File: config.mk
export PLATFORM = sky130hd
export DESIGN_NAME = key_event_gen_flat
export DESIGN_NICKNAME = d
export VERILOG_FILES = /design/src/rtl/key_event_gen_if.sv /design/src/rtl/key_event_gen.sv /design/src/flat_wrapper.sv
export SDC_FILE = /design/constraint.sdc
export NUM_CORES = 1
export LEC_CHECK = 0
export BUFFER_PORTS_ARGS = -buffer_cell sky130_fd_sc_hd__buf_2
export CAP_MARGIN = 20
export CORE_AREA = 10 10 47 49
export CTS_BUF_LIST = sky130_fd_sc_hd__clkbuf_8 sky130_fd_sc_hd__clkbuf_16
export CTS_CLUSTER_SIZE = 14
export DETAILED_ROUTE_END_ITERATION = 8
export DIE_AREA = 0 0 57 59
export SLEW_MARGIN = 10
export SYNTH_ARGS = -nofsm -noshare
export SYNTH_HDL_FRONTEND = slang
export SYNTH_SLANG_ARGS = --single-unit
export TNS_END_PERCENT = 50
File: constraint.sdc
create_clock -name clk -period 1.4 [get_ports clk]
set_input_delay 0.28 -clock clk [delete_from_list [all_inputs] [get_ports clk]]
set_output_delay 0.28 -clock clk [all_outputs]
set_load 0.01 [all_outputs]
File: src/rtl/key_event_gen_if.sv
`default_nettype none
// ============================================================================
// key_event_gen_if : valid/ready key-event channel (master = event producer)
// Rev 1.0
// ============================================================================
interface key_event_gen_if #(
  parameter int CODE_W = 2
) ();
  logic              event_valid;
  logic              event_ready;
  logic [CODE_W-1:0] event_code;
  logic              event_repeat;

  modport master (
    output event_valid,
    output event_code,
    output event_repeat,
    input  event_ready
  );

  modport slave (
    input  event_valid,
    input  event_code,
    input  event_repeat,
    output event_ready
  );
endinterface
`default_nettype wire

File: src/rtl/key_event_gen.sv
`default_nettype none
// ============================================================================
// key_event_gen : debounced key levels -> press / typematic-repeat events
//                 (define KEY_REPEAT_EN to build the auto-repeat FSM)
// Rev 1.0
// ============================================================================
module key_event_gen #(
  parameter int NKEYS         = 4,
  parameter int CODE_W        = 2,
  parameter int REPEAT_DELAY  = 50_000_000,
  parameter int REPEAT_PERIOD = 10_000_000,
  parameter int CNT_W         = 26
) (
  input  wire logic              clk,
  input  wire logic              reset,
  input  wire logic [NKEYS-1:0]  key_level,
  key_event_gen_if.master        evt,
  output logic                   active_valid,
  output logic [CODE_W-1:0]      active_code,
  output logic                   overflow,
  input  wire logic              ovf_clear
);

  if (NKEYS < 2 || NKEYS > 16 || (2 ** CODE_W) < NKEYS ||
      REPEAT_DELAY < 1 || REPEAT_PERIOD < 1 || CNT_W < 1) begin : g_param_check
    $error("key_event_gen: illegal parameter combination");
  end

`ifdef KEY_REPEAT_EN
  typedef enum logic [1:0] {
    ST_IDLE   = 2'd0,
    ST_DELAY  = 2'd1,
    ST_REPEAT = 2'd2
  } state_t;

  localparam logic [CNT_W-1:0] c_delay_last  = CNT_W'(REPEAT_DELAY - 1);
  localparam logic [CNT_W-1:0] c_period_last = CNT_W'(REPEAT_PERIOD - 1);

  logic [CNT_W-1:0] r_cnt;
  logic [CNT_W-1:0] w_cnt_nxt;
  logic             r_evt_repeat;
`else
  typedef enum logic [0:0] {
    ST_IDLE = 1'b0,
    ST_HELD = 1'b1
  } state_t;
`endif

  state_t            r_state;
  state_t            w_state_nxt;
  logic [NKEYS-1:0]  r_key_prev;
  logic              r_active_valid;
  logic [CODE_W-1:0] r_active_code;
  logic              r_evt_valid;
  logic [CODE_W-1:0] r_evt_code;
  logic              r_overflow;

  logic [NKEYS-1:0]  w_rise;
  logic              w_rise_any;
  logic [CODE_W-1:0] w_rise_code;
  logic              w_active_held;
  logic              w_active_valid_nxt;
  logic [CODE_W-1:0] w_active_code_nxt;
  logic              w_gen;
  logic [CODE_W-1:0] w_gen_code;
  logic              w_gen_repeat;
  logic              w_slot_free;
  logic              w_drop;

  assign w_rise        = key_level & ~r_key_prev;
  assign w_rise_any    = |w_rise;
  assign w_active_held = key_level[r_active_code];

  // Scan downwards so the lowest rising index is the one left standing.
  always_comb begin
    w_rise_code = '0;
    for (int i = NKEYS - 1; i >= 0; i--) begin
      if (w_rise[i]) begin
        w_rise_code = CODE_W'(i);
      end
    end
  end

  always_comb begin
    w_state_nxt        = r_state;
    w_active_valid_nxt = r_active_valid;
    w_active_code_nxt  = r_active_code;
    w_gen              = 1'b0;
    w_gen_code         = r_active_code;
    w_gen_repeat       = 1'b0;
`ifdef KEY_REPEAT_EN
    w_cnt_nxt          = r_cnt;
`endif
    // A fresh press pre-empts both release handling and timer expiry.
    if (w_rise_any) begin
      w_gen              = 1'b1;
      w_gen_code         = w_rise_code;
      w_active_valid_nxt = 1'b1;
      w_active_code_nxt  = w_rise_code;
`ifdef KEY_REPEAT_EN
      w_state_nxt        = ST_DELAY;
      w_cnt_nxt          = '0;
`else
      w_state_nxt        = ST_HELD;
`endif
    end else begin
      case (r_state)
`ifdef KEY_REPEAT_EN
        ST_DELAY, ST_REPEAT: begin
          if (!w_active_held) begin
            w_state_nxt        = ST_IDLE;
            w_active_valid_nxt = 1'b0;
            w_cnt_nxt          = '0;
          end else if (r_cnt == ((r_state == ST_DELAY) ? c_delay_last : c_period_last)) begin
            w_gen        = 1'b1;
            w_gen_repeat = 1'b1;
            w_state_nxt  = ST_REPEAT;
            w_cnt_nxt    = '0;
          end else begin
            w_cnt_nxt = r_cnt + CNT_W'(1);
          end
        end
`else
        ST_HELD: begin
          if (!w_active_held) begin
            w_state_nxt        = ST_IDLE;
            w_active_valid_nxt = 1'b0;
          end
        end
`endif
        default: begin
          w_state_nxt        = ST_IDLE;
          w_active_valid_nxt = 1'b0;
        end
      endcase
    end
  end

  // Output slot is writable when empty or being consumed this cycle.
  assign w_slot_free = ~r_evt_valid | evt.event_ready;
  assign w_drop      = w_gen & ~w_slot_free;

  always_ff @(posedge clk) begin
    if (reset) begin
      r_state        <= ST_IDLE;
      r_key_prev     <= '0;
      r_active_valid <= 1'b0;
      r_active_code  <= '0;
      r_evt_valid    <= 1'b0;
      r_evt_code     <= '0;
      r_overflow     <= 1'b0;
    end else begin
      r_state        <= w_state_nxt;
      r_key_prev     <= key_level;
      r_active_valid <= w_active_valid_nxt;
      r_active_code  <= w_active_code_nxt;
      if (w_slot_free) begin
        r_evt_valid <= w_gen;
        if (w_gen) begin
          r_evt_code <= w_gen_code;
        end
      end
      if (w_drop) begin
        r_overflow <= 1'b1;
      end else if (ovf_clear) begin
        r_overflow <= 1'b0;
      end
    end
  end

`ifdef KEY_REPEAT_EN
  always_ff @(posedge clk) begin
    if (reset) begin
      r_cnt        <= '0;
      r_evt_repeat <= 1'b0;
    end else begin
      r_cnt <= w_cnt_nxt;
      if (w_slot_free && w_gen) begin
        r_evt_repeat <= w_gen_repeat;
      end
    end
  end

  assign evt.event_repeat = r_evt_repeat;
`else
  assign evt.event_repeat = w_gen_repeat;
`endif

  assign evt.event_valid = r_evt_valid;
  assign evt.event_code  = r_evt_code;
  assign active_valid    = r_active_valid;
  assign active_code     = r_active_code;
  assign overflow        = r_overflow;

endmodule
`default_nettype wire

File: src/flat_wrapper.sv
// flat-port wrapper written by rule: the top's interface ports become plain ports
module key_event_gen_flat 
#(
  parameter int NKEYS         = 4,
  parameter int CODE_W        = 2,
  parameter int REPEAT_DELAY  = 50_000_000,
  parameter int REPEAT_PERIOD = 10_000_000,
  parameter int CNT_W         = 26
)
  (clk, reset, key_level, active_valid, active_code, overflow, ovf_clear, evt_event_valid, evt_event_code, evt_event_repeat, evt_event_ready);
  key_event_gen_if #(.CODE_W(CODE_W)) evt_i ();
  input  wire logic clk;
  input  wire logic reset;
  input  wire logic [NKEYS-1:0] key_level;
  output logic active_valid;
  output logic [CODE_W-1:0] active_code;
  output logic overflow;
  input  wire logic ovf_clear;
  output wire logic [$bits(evt_i.event_valid)-1:0] evt_event_valid;
  output wire logic [$bits(evt_i.event_code)-1:0] evt_event_code;
  output wire logic [$bits(evt_i.event_repeat)-1:0] evt_event_repeat;
  input wire logic [$bits(evt_i.event_ready)-1:0] evt_event_ready;
  assign evt_event_valid = evt_i.event_valid;
  assign evt_event_code = evt_i.event_code;
  assign evt_event_repeat = evt_i.event_repeat;
  assign evt_i.event_ready = evt_event_ready;
  key_event_gen #(.NKEYS(NKEYS), .CODE_W(CODE_W), .REPEAT_DELAY(REPEAT_DELAY), .REPEAT_PERIOD(REPEAT_PERIOD), .CNT_W(CNT_W)) u_core (.clk(clk), .reset(reset), .key_level(key_level), .evt(evt_i), .active_valid(active_valid), .active_code(active_code), .overflow(overflow), .ovf_clear(ovf_clear));
endmodule
==> flow_metrics.tcl <==
set metrics [dict create \
    yosysTopAreaCellShare_pct 51.1 \
    critPathKind "flop to flop" \
    clock_path_buffers 2 \
    drc 0 \
    rows 14 \
    synth_edf_count 0 \
    r2r_start "u_core.active_code[0]" \
    arrival_ps 1380 \
    clk_pin_slew_ps 50 \
    cts.repair.resized 0 \
    power.density_nw_per_um2 1420 \
    drive_gt1_share_pct 34.9 \
    final_nets 72 \
    rsz0062_at_grt "no" \
    synth_cells 47 \
    reg2reg_depth 4 \
    cp_slowest_stage_delay_ps 520 \
    root_buffer "clkbuf_8" \
    viasPerCell 4.86 \
    power_leakage_uw 0.000283 \
    place_ws_ps 146 \
    die_area_um2 3360 \
    synthDistinctLibCells 22 \
    synth_flop_cell "dfxtp_1" \
    period_share_pct 89.0 \
    fillers 151 \
    fin_crit_ps 1250 \
    gp_congestion 0.677 \
    ff2ff_setup_slack_ps 150 \
    synth_commonest_cells "dfxtp_1 (12), nor2b_1 (5), nand2b_1 (4), a21oi_1 (3), nor2_1 (3)" \
    dr.pass1.iters 3 \
    grt_pass1_wl_mm 1.77 \
    min_path_type "input port to flop" \
    synth.most_common_cell "dfxtp_1" \
    first_iter_violations 6 \
    ant_nets 0 \
    cts_buffers 3 \
    worst_slack_ps 154 \
    setup_violations 0 \
    postSynth.asyncResetShare_pct 0 \
    syn-num-nets 55 \
    cp-start-kind "flop" \
    maxCapViolCount 0 \
    skew_ps 3.30 \
    grt_overflow 0 \
    hold_path_startpoint "key_level[1]" \
    seq_area_frac_synth_pct 51.1 \
    die_y_um 59 \
    syn_to_final_growth_pct 28.5 \
    setup_tns_ps 0 \
    timing.rr.end "u_core.active_valid" \
    vias 384 \
    synthesis.area_um2 470 \
    ctsHoldBuffers 0 \
    min_to "u_core.r_key_prev[1]" \
    dp_hpwl_um 799 \
    worst_ir_drop_vdd_mv 0.658 \
    clk_latency_ps 240 \
    synthTopCellsByArea "dfxtp_1 (51%), nor2b_1 (6.6%), nand2b_1 (5.3%)" \
    hold_viol_final 0 \
    p_total_uw 858 \
    synth_warnings 0 \
    core-area_um2 1400 \
    yosysTopAreaCell "dfxtp_1" \
    clock_sinks 12 \
    grt_start_max_net_pins 13 \
    io_buffers 14 \
    hold_depth 2 \
    h-tree-depth 1 \
    crit_fanout 3 \
    cp-end-kind "flop" \
    crit_path_top_delay_cell "mux4_2" \
    synth.ff_latch_count 12 \
    wire_per_inst_um 13.2 \
    worstPathRequired_ps 1530 \
    avgSynthCellArea_um2 10.0 \
    die_w_um 57 \
    wl_mm 1.04 \
    max_clock_freq_ghz 0.802 \
    status "completed" \
    crit_chain "mux4_2 > nand3b_2 > o21ai_2 > o31a_1" \
    grtUsageTotal_pct 6.98 \
    first_global_vias 388 \
    multiInputGateArea_um2 211 \
    post-cts-setup-buffers 0 \
    n_antenna_cell 0 \
    ios 16 \
    antenna_found_initial 0 \
    initial_utilization_pct 33.6 \
    regArea_um2 240 \
    cts_tree "built" \
    drv_slew 0 \
]
-- flip-flops by register name (all words and copies together), names as in the netlist --
| name | cells |
|---|---|
| u_core.active_code | 2 |
| u_core.active_valid | 1 |
| u_core.evt.event_code | 2 |
| u_core.evt.event_valid | 1 |
| u_core.overflow | 1 |
| u_core.r_key_prev | 4 |
| u_core.r_state | 1 |
-- power by group --
group	switching (uW)	internal [uW]	total, uW	leakage, uW
logic	55.3	50.1	105	0.000154
clock network	125	248	374	0.0000288
registers	11.6	367	379	0.0000998
total	192	666	858	0.000283
-- worst max path at each step --
stage / depth (start not counted) / slack, ps / start / to
2_1_floorplan: 4 / 140 / u_core.active_code[0] / u_core.active_valid
3_3_place_gp: 4 / 160 / u_core.active_code[0] / u_core.active_valid
3_5_place_dp: 4 / 150 / u_core.active_code[0] / u_core.active_valid
4_1_cts: 4 / 140 / u_core.active_code[0] / u_core.active_valid
5_1_grt: 4 / 100 / u_core.active_code[0] / u_core.active_valid
6_report: 4 / 150 / u_core.active_code[0] / u_core.active_valid
-- layer usage --
layer	share of wire [%]	up-vias	routed length (um)	GRT usage (%)
li1	-	192	-	-
met1	41	179	425	7.19
met2	48	9	500	9.61
met3	7.5	4	78	3.86
met4	3.3	0	34	7.05
met5	0	-	0	0
-- metrics by stage --
step	hold WS (ps)	instances	utilization [%]	area (um^2)
CTS	271	79	43.1	604
finish	273	79	43.1	604
detailed placement	463	75	39.2	549
floorplan	377	47	-	470
global placement	467	75	39.2	549
global route	294	79	43.1	604
-- placed cells by master (no fill, tap or decap), types with 2 or more instances in the layout --
| master | n |
|---|---|
| a21oi_1 | 3 |
| buf_2 | 14 |
| clkbuf_8 | 4 |
| dfxtp_1 | 12 |
| inv_1 | 2 |
| nand2_1 | 2 |
| nand2b_1 | 4 |
| nor2_1 | 3 |
| nor2b_1 | 5 |
| o21ai_0 | 2 |
-- layout make-up --
cell class              count  area share [%]
repair buffers             14            11.6
multi-input cells          31            35.0
clock buffers               4            9.11
well taps                  16            3.31
inverters                   2            1.24
flip-flops and latches     12            39.8
-- kinds of logic after synthesis --
family          Yosys count  synth area share [%]
compound gates           11                  16.0
mux                       1                  4.79
simple gates             18                  23.4
buf+inv                   4                  3.99
other cells               1                 0.797
flops                    12                  51.1
-- critical path: cells and delay by family, from the launching register on --
kind / cells / cell delay [ps]
mux: 1 / 520
flops: 1 / 370
simple gates: 1 / 90
compound gates: 2 / 160
Note: power is estimated with default switching activity, not from simulation.
